## src/rtl/pc_unit.sv

```systemverilog
// rtl/pc_unit.sv - program-counter stage with start/halt sequencing and writable target table
//
// Purpose:
//   Advances the fetch address each non-stalled cycle while running. Redirects
//   to a target taken from a small writable table on jumps and on branches whose
//   ALU flag (alu_out[0]) is set. Sequences IDLE -> RUN -> HALTED, with restart
//   from HALTED on start.
//
// Ports:
//   clk         rising-edge clock
//   reset       asynchronous, active-high reset (state, PC and table cleared)
//   start       begin execution at PC 0 (honoured in IDLE and HALTED only)
//   stall       hold PC; masks halt_req/branch/jump this cycle
//   halt_req    current instruction is HALT
//   branch      current instruction is a conditional branch
//   jump        current instruction is an unconditional jump
//   alu_out     ALU result; only bit 0 (taken flag) is used
//   rel         1: table entry is a signed offset from PC; 0: absolute target
//   target_sel  table index used for the redirect target
//   lut_we      table write enable (any state)
//   lut_waddr   table write index
//   lut_wdata   table write data
//   pc_out      registered fetch address
//   running     1 while in RUN (registered)
//   done        1 while in HALTED (registered)

module pc_unit #(
  parameter int PC_WIDTH   = 10,
  parameter int LUT_ADDR_W = 4
) (
  input  logic                  clk,
  input  logic                  reset,
  input  logic                  start,
  input  logic                  stall,
  input  logic                  halt_req,
  input  logic                  branch,
  input  logic                  jump,
  input  logic [7:0]            alu_out,
  input  logic                  rel,
  input  logic [LUT_ADDR_W-1:0] target_sel,
  input  logic                  lut_we,
  input  logic [LUT_ADDR_W-1:0] lut_waddr,
  input  logic [PC_WIDTH-1:0]   lut_wdata,
  output logic [PC_WIDTH-1:0]   pc_out,
  output logic                  running,
  output logic                  done
);

  localparam int LUT_DEPTH = 1 << LUT_ADDR_W;

  typedef enum logic [1:0] {
    ST_IDLE   = 2'd0,
    ST_RUN    = 2'd1,
    ST_HALTED = 2'd2
  } state_t;

  state_t              state;
  logic [PC_WIDTH-1:0] target_lut [LUT_DEPTH];
  logic [PC_WIDTH-1:0] lut_entry;
  logic [PC_WIDTH-1:0] redirect_pc;
  logic                take_redirect;

  // Only the taken flag of the ALU result matters here.
  logic unused_alu_bits;
  assign unused_alu_bits = ^alu_out[7:1];

  // Table read uses the pre-edge contents, so a same-cycle write to the
  // selected index does not affect this cycle's redirect.
  always_comb begin
    lut_entry     = target_lut[target_sel];
    // Two's-complement add modulo 2**PC_WIDTH: plain truncated addition.
    redirect_pc   = rel ? (pc_out + lut_entry) : lut_entry;
    take_redirect = jump | (branch & alu_out[0]);
  end

  always_ff @(posedge clk or posedge reset) begin
    if (reset) begin
      state   <= ST_IDLE;
      pc_out  <= '0;
      running <= 1'b0;
      done    <= 1'b0;
      for (int i = 0; i < LUT_DEPTH; i++) begin
        target_lut[i] <= '0;
      end
    end else begin
      if (lut_we) begin
        target_lut[lut_waddr] <= lut_wdata;
      end

      case (state)
        ST_IDLE: begin
          pc_out <= '0;
          if (start) begin
            state   <= ST_RUN;
            running <= 1'b1;
            done    <= 1'b0;
          end
        end

        ST_RUN: begin
          if (!stall) begin
            if (halt_req) begin
              state   <= ST_HALTED;
              running <= 1'b0;
              done    <= 1'b1;
            end else if (take_redirect) begin
              pc_out <= redirect_pc;
            end else begin
              pc_out <= pc_out + 1'b1;
            end
          end
        end

        ST_HALTED: begin
          if (start) begin
            state   <= ST_RUN;
            pc_out  <= '0;
            running <= 1'b1;
            done    <= 1'b0;
          end
        end

        default: begin
          state   <= ST_IDLE;
          pc_out  <= '0;
          running <= 1'b0;
          done    <= 1'b0;
        end
      endcase
    end
  end

endmodule

```

## config.mk

```make
export PLATFORM = sky130hd
export DESIGN_NAME = pc_unit
export DESIGN_NICKNAME = d
export VERILOG_FILES = /design/src/rtl/pc_unit.sv
export SDC_FILE = /design/constraint.sdc
export NUM_CORES = 1
export LEC_CHECK = 0
export ABC_AREA = 1
export CAP_MARGIN = 10
export CORE_MARGIN = 3
export CORE_UTILIZATION = 40
export DETAILED_ROUTE_END_ITERATION = 6
export DONT_BUFFER_PORTS = 1
export PLACE_DENSITY_LB_ADDON = 0.08
export SLEW_MARGIN = 10
export SYNTH_ARGS = -nofsm -noshare
export SYNTH_HDL_FRONTEND = slang
export SYNTH_SLANG_ARGS = --single-unit
```

## constraint.sdc

```tcl
create_clock -name clk -period 12.7 [get_ports clk]
set_input_delay 1.905 -clock clk [delete_from_list [all_inputs] [get_ports clk]]
set_output_delay 1.905 -clock clk [all_outputs]
set_load 0.05 [all_outputs]
```

## Yosys cells after proc, flatten, opt, wreduce, memory -nomap -nowiden

Cells that the tools add are included.

| cells by class | value |
|---|---|
| bitwise logic cells | 4 |
| shifts and indexed selects | 0 |
| equal/unequal tests | 7 |
| $lt $le $gt $ge | 3 |
| muxes and demuxes | 24 |
| multiply operators | 0 |
| div/mod/pow operators | 0 |
| reduce and logical (&&, ||, !) cells | 5 |
| add/subtract/negate cells | 2 |

Operators with widths:

| cell | count |
|---|---|
| $bwmux W160 | 1 |
| $mux W10 | 8 |
| $bmux W10 S4 | 1 |
| $demux W10 S4 | 1 |
| $pmux W10 S2 | 1 |
| $add A10 B1 Y10 const B | 1 |
| $add A10 B10 Y10 | 1 |
| $ge A5 B5 Y1 const B | 2 |
| $not A4 Y5 | 2 |
| $ne A2 B2 Y1 const B | 4 |
| $mux W1 | 6 |
| $mux W2 | 3 |
| $reduce_and A3 Y1 | 2 |
| $lt A5 B1 Y1 const B | 1 |
| $pmux W1 S2 | 2 |
| $pmux W2 S2 | 1 |
| $eq A2 B1 Y1 const B | 1 |
| $eq A2 B2 Y1 const B | 1 |
| $logic_not A2 Y1 | 1 |
| $ne A2 B1 Y1 const B | 1 |
| $reduce_or A2 Y1 | 1 |
| $and A1 B1 Y1 | 1 |
| $logic_and A1 B1 Y1 | 1 |
| $or A1 B1 Y1 | 1 |

| storage, ports and cells | value |
|---|---|
| bits in latches | 0 |
| flip-flop bits (word level) | 174 |
| memories | 0 |
| memory bits (writable) | 0 |
| ROM bits | 0 |
| output and inout port bits | 12 |

## Longest topological paths before layout

| depth | value |
|---|---|
| word-level depth | 10 |
| mapped depth | 23 |

## Worst setup path before layout

No wires, ideal clock.

| path | value |
|---|---|
| kind | input port to flip-flop |
| start point | input port target_sel[0] |
| end point | register pc_out[8] |
| setup slack | 8566 ps |
| buffers on the path | 2 |
| library setup time | 118 ps |
| data arrival time | 4016 ps |
| stages | 18 |
| cells stage by stage | buf_6 > inv_6 > buf_2 > nor2_1 > o211ai_1 > nand3_1 > nand2_1 > ha_1 > inv_1 > fa_1 > o21ai_0 > nand2_1 > nand3_1 > nand3_1 > nand3_1 > nand2_1 > nand2_1 > nand2_1 |

| on the way | value |
|---|---|
| word-level cells in the longest chain between the ends | 10 |

RTL lines:

| element | RTL line | source |
|---|---|---|
| start, declared | 40 | `input logic [LUT_ADDR_W-1:0] target_sel,` |
| $not A4 Y5 (implied by the code) * | 70 | `lut_entry = target_lut[target_sel];` |
| $bmux W10 S4 * | 70 |  |
| $mux W10 (implied by the code) * (2 in a row) | 70 |  |
| $add A10 B10 Y10 | 72 | `redirect_pc = rel ? (pc_out + lut_entry) : lut_entry;` |
| $mux W10 * | 72 |  |
| $mux W10 * | 106 | `end else if (take_redirect) begin` |
| $mux W10 * | 102 | `if (halt_req) begin` |
| $mux W10 * | 101 | `if (!stall) begin` |
| $pmux W10 S2 * | 90 | `case (state)` |
| end signal, assigned | 107 | `pc_out <= redirect_pc;` |
| end signal, assigned | 109 | `pc_out <= pc_out + 1'b1;` |
| end, declared | 44 | `output logic [PC_WIDTH-1:0] pc_out,` |

Every way passes the cells marked *; elsewhere a longest branch is shown, timed or not. The select of a mux whose other input is x is not followed.
A chain may end at the register's enable or synchronous reset.

## Worst setup path in the final report

| path | value |
|---|---|
| start point | input port target_sel[1] |
| end point | register pc_out[8] |

The elaborated chain is that of the path after synthesis.

==> impl_metrics.py <==
metrics = {
    "run_status": {
        "status": "complete, no violations",
    },
    "worst_setup_path": {
        "rrSetupSlack_ns": 10.01,
        "path_common_cell": "nand2_1",
        "crit_fanout": 49,
        "r2r-end": "pc_out[8]$_DFFE_PP0P_",
        "worst-path-buf-inv": 2,
        "worstSetupStartpoint": "target_sel[1]",
        "critPathRequiredTime_ns": 13.01,
        "critical_path_class": "in -> reg",
        "slowest_delay_ns": 0.57,
        "cp_slowest_cell": "inv_2",
        "worst-path-stages": 16,
        "path_cells": "inv_2 -> o211ai_2 -> o211ai_1 -> nand3_1 -> nand2_1 -> ha_1 -> inv_1 -> fa_1 -> o21ai_0 -> nand2_1 -> nand3_1 -> nand3_1 -> nand3_1 -> nand2_1 -> nand2_1 -> nand2_1",
        "start_kind": "input pin",
        "critical-path-top-delay-family": "simple AND/OR/NAND/NOR gates",
        "crit_arrival_ns": 4.72,
        "endpoint_kind": "register",
        "rr_startpoint": "target_lut[140]$_DFFE_PP0P_",
        "endpoint": "pc_out[8]$_DFFE_PP0P_",
        "reg2reg_depth": 17,
    },
    "sta": {
        "fin_skew_ns": 0.0157,
        "min_period_ns": 4.41,
        "worst_pin_slew_ns": 1.03,
        "grt_setup_unrepaired": "false",
        "finalHoldViolCount": 0,
        "finalSetupViolCount": 0,
        "maxSlewHeadroom_pct": 31.1,
        "drv_slew": 0,
        "setup_tns_ns": 0,
        "period_share_pct": 34.7,
        "fmaxAchievable_mhz": 227,
    },
    "cells_and_area": {
        "area_delta_synth_final_pct": 6.64,
        "layout-drive-gt1-share_pct": 4.64,
        "final_nets": 1111,
        "n_antenna_cell": 0,
    },
    "floorplan": {
        "die_y_um": 154,
        "io_pins": 47,
        "start_util_pct": 41.2,
        "core-area_um2": 21200,
        "fp.dieW_um": 154,
        "die_area_um2": 23700,
        "rows": 53,
    },
    "run": {
        "drv_cap": 0,
    },
    "power_and_ir_drop": {
        "p_total_mw": 1.66,
        "combPwrFrac_pct": 19.7,
        "seqPwrFrac_pct": 48.2,
        "leakagePower_nw": 4.40,
        "irDropWorstVdd_uv": 100,
        "power_frac_clock_pct": 32.1,
        "switching_power_mw": 0.563,
        "swShare_pct": 34.0,
        "intPower_mw": 1.09,
        "power_density_nw_per_um2": 178,
    },
    "global_routing": {
        "overflow": 0,
        "grt_pass1_wl_mm": 37.6,
        "antenna_found_initial": 0,
        "grt_pass1_vias": 6944,
        "grt_usage_pct": 19.7,
        "grt_max_degree": 96,
    },
    "clock_tree": {
        "cts_max_path_buffers": 2,
        "clock-sinks": 173,
        "ctsHtreeMaxLevel": 4,
        "cts-resized-gates": 0,
        "postCtsHoldBufs": 0,
        "ctsRootBufferMaster": "clkbuf_16",
        "clock_latency_ns": 0.43,
        "cts_made_buffers": 17,
        "clk_pin_slew_worst_paths_ns": 0.06,
        "postCtsSetupRepairBufs": 0,
        "cts_tree": "built",
    },
    "placed_design": {
        "dp_hpwl_mm": 14.3,
        "numPortBuffers": 0,
        "gp_congestion": 0.811,
    },
    "logic_synthesis": {
        "synthesis.nets": 1162,
        "postSynthAreaPerCell_um2": 7.83,
        "yosysSeqAreaShare_pct": 49.5,
        "postSynth.asyncResetShare_pct": 100,
        "ys_types": 30,
        "ys_seq_elements": 173,
        "ys.warnings.count": 0,
        "synth-edff-count": 0,
        "syn_area_um2": 8740,
        "synthCells": 1116,
        "synthFlopType": "dfrtp_1",
    },
    "min_path": {
        "hold_class": "reg -> reg",
    },
    "routing": {
        "routed-via-count": 7041,
        "wl_mm": 22.4,
        "first_pass_iters": 5,
        "ant_nets": 0,
        "first_iter_violations": 494,
        "wire_per_inst_um": 16.5,
        "drc": 0,
        "avgViaCountPerCell": 5.20,
    },
}
-- power groups by stage --
stage          sequential, mW  combinational (mW)  clock, mW
6_report                0.798               0.327      0.531
4_1_cts                 0.798               0.333      0.547
5_1_grt                 0.816               0.391      0.571
3_5_place_dp            0.808               0.331          0
3_3_place_gp            0.806               0.326          0
2_1_floorplan           0.788               0.277          0
-- registers in the layout, indices dropped and copies added (netlist names) --
name,cells
done,1
running,1
pc_out,10
target_lut,160
state,1
-- routing by layer --
metal	track usage [%]	wire length (µm)
met2	32.8	10500
met5	0	0
met1	27.2	10900
met4	4.25	229
met3	3.66	735
-- cell usage in the layout (no fill, tap or decap), types with 3 or more instances in the layout --
cell type | Yosys | routed
xnor2_1 | 4 | 4
nand2_1 | 277 | 277
clkbuf_16 | 0 | 17
xor2_1 | 3 | 3
clkinv_2 | 0 | 4
a21oi_1 | 44 | 44
nand3_1 | 63 | 63
inv_6 | 1 | 6
o211ai_1 | 31 | 31
nor2_1 | 113 | 112
o211ai_2 | 6 | 6
ha_1 | 10 | 10
buf_4 | 3 | 4
o21ai_0 | 196 | 196
inv_1 | 82 | 81
nand4_1 | 4 | 4
o21ai_1 | 21 | 21
dfrtp_1 | 173 | 173
-- layout make-up --
type	count	area, µm²
Clock inverter	14	155
Timing Repair Buffer	4	30.0
Clock buffer	18	429
Sequential cell	173	4330
Multi-Input combinational cell	784	3700
Inverter	85	329
Tap cell	275	344
Fill cell	2226	11900
-- cells in the mapped netlist, types with 2 or more instances --
library cell | instances | share of area (%)
nor3_1 | 3 | 0.17
o21ai_1 | 21 | 1.2
nand2_2 | 2 | 0.14
buf_4 | 3 | 0.26
clkbuf_1 | 34 | 1.5
xor2_1 | 3 | 0.30
nand3_1 | 63 | 3.6
xnor2_1 | 4 | 0.40
nand2_1 | 277 | 12
ha_1 | 10 | 1.4
o211ai_2 | 6 | 0.86
inv_1 | 82 | 3.5
buf_6 | 9 | 1.2
o211ai_1 | 31 | 2.7
nor2_1 | 113 | 4.9
dfrtp_1 | 173 | 50
nand4_1 | 4 | 0.29
o21ai_0 | 196 | 11
a21oi_1 | 44 | 2.5
buf_2 | 27 | 1.5
o21bai_1 | 2 | 0.17
-- how the worst min path moves through the flow --
stage	from	depth (start not counted)	slack, ns	to
floorplan	target_lut[0]$_DFFE_PP0P_	2	0.45	target_lut[0]$_DFFE_PP0P_
global placement	target_lut[128]$_DFFE_PP0P_	2	0.46	target_lut[128]$_DFFE_PP0P_
detailed placement	target_lut[74]$_DFFE_PP0P_	2	0.47	target_lut[74]$_DFFE_PP0P_
finish	target_lut[82]$_DFFE_PP0P_	2	0.48	target_lut[82]$_DFFE_PP0P_
CTS	target_lut[74]$_DFFE_PP0P_	2	0.48	target_lut[74]$_DFFE_PP0P_
global route	target_lut[110]$_DFFE_PP0P_	2	0.49	target_lut[110]$_DFFE_PP0P_
-- cells by family (layout without fill, tap and decap cells) --
group                      Yosys count  count (layout)  share of synthesized area (%)
AOI/OAI and AO/OA                  302             302                           18.8
xor gates and xnor gates             7               7                          0.702
adders and majority gates           11              11                           1.66
buffers and inverters              159             121                           8.17
DFF                                173             173                           49.5
and+or+nand+nor                    464             464                           21.1
-- worst reg2reg max path, stage by stage, from the launching register on --
cell	delay, ns
dfrtp_1	0.35
inv_1	0.05
nand2_1	0.06
o211ai_2	0.07
o211ai_1	0.16
nand3_1	0.13
nand2_1	0.13
ha_1	0.20
inv_1	0.08
fa_1	0.40
o21ai_0	0.37
nand2_1	0.14
nand3_1	0.11
nand3_1	0.07
nand3_1	0.10
nand2_1	0.07
nand2_1	0.06
nand2_1	0.04
-- per-stage QoR --
step | worst slack (ns) | util (%) | instance area (µm²) | hold slack, ns | std cells
after floorplan | 6.11 | - | 8740 | 0.448 | 1116
after global placement | 7.84 | 41.2 | 8730 | 0.460 | 1321
after detailed placement | 7.86 | 41.2 | 8730 | 0.468 | 1321
after CTS | 8.30 | 43.9 | 9320 | 0.485 | 1353
after global routing | 7.99 | 43.9 | 9320 | 0.493 | 1353
final | 8.29 | 43.9 | 9320 | 0.482 | 1353
Note: power is estimated with default switching activity, not from simulation.
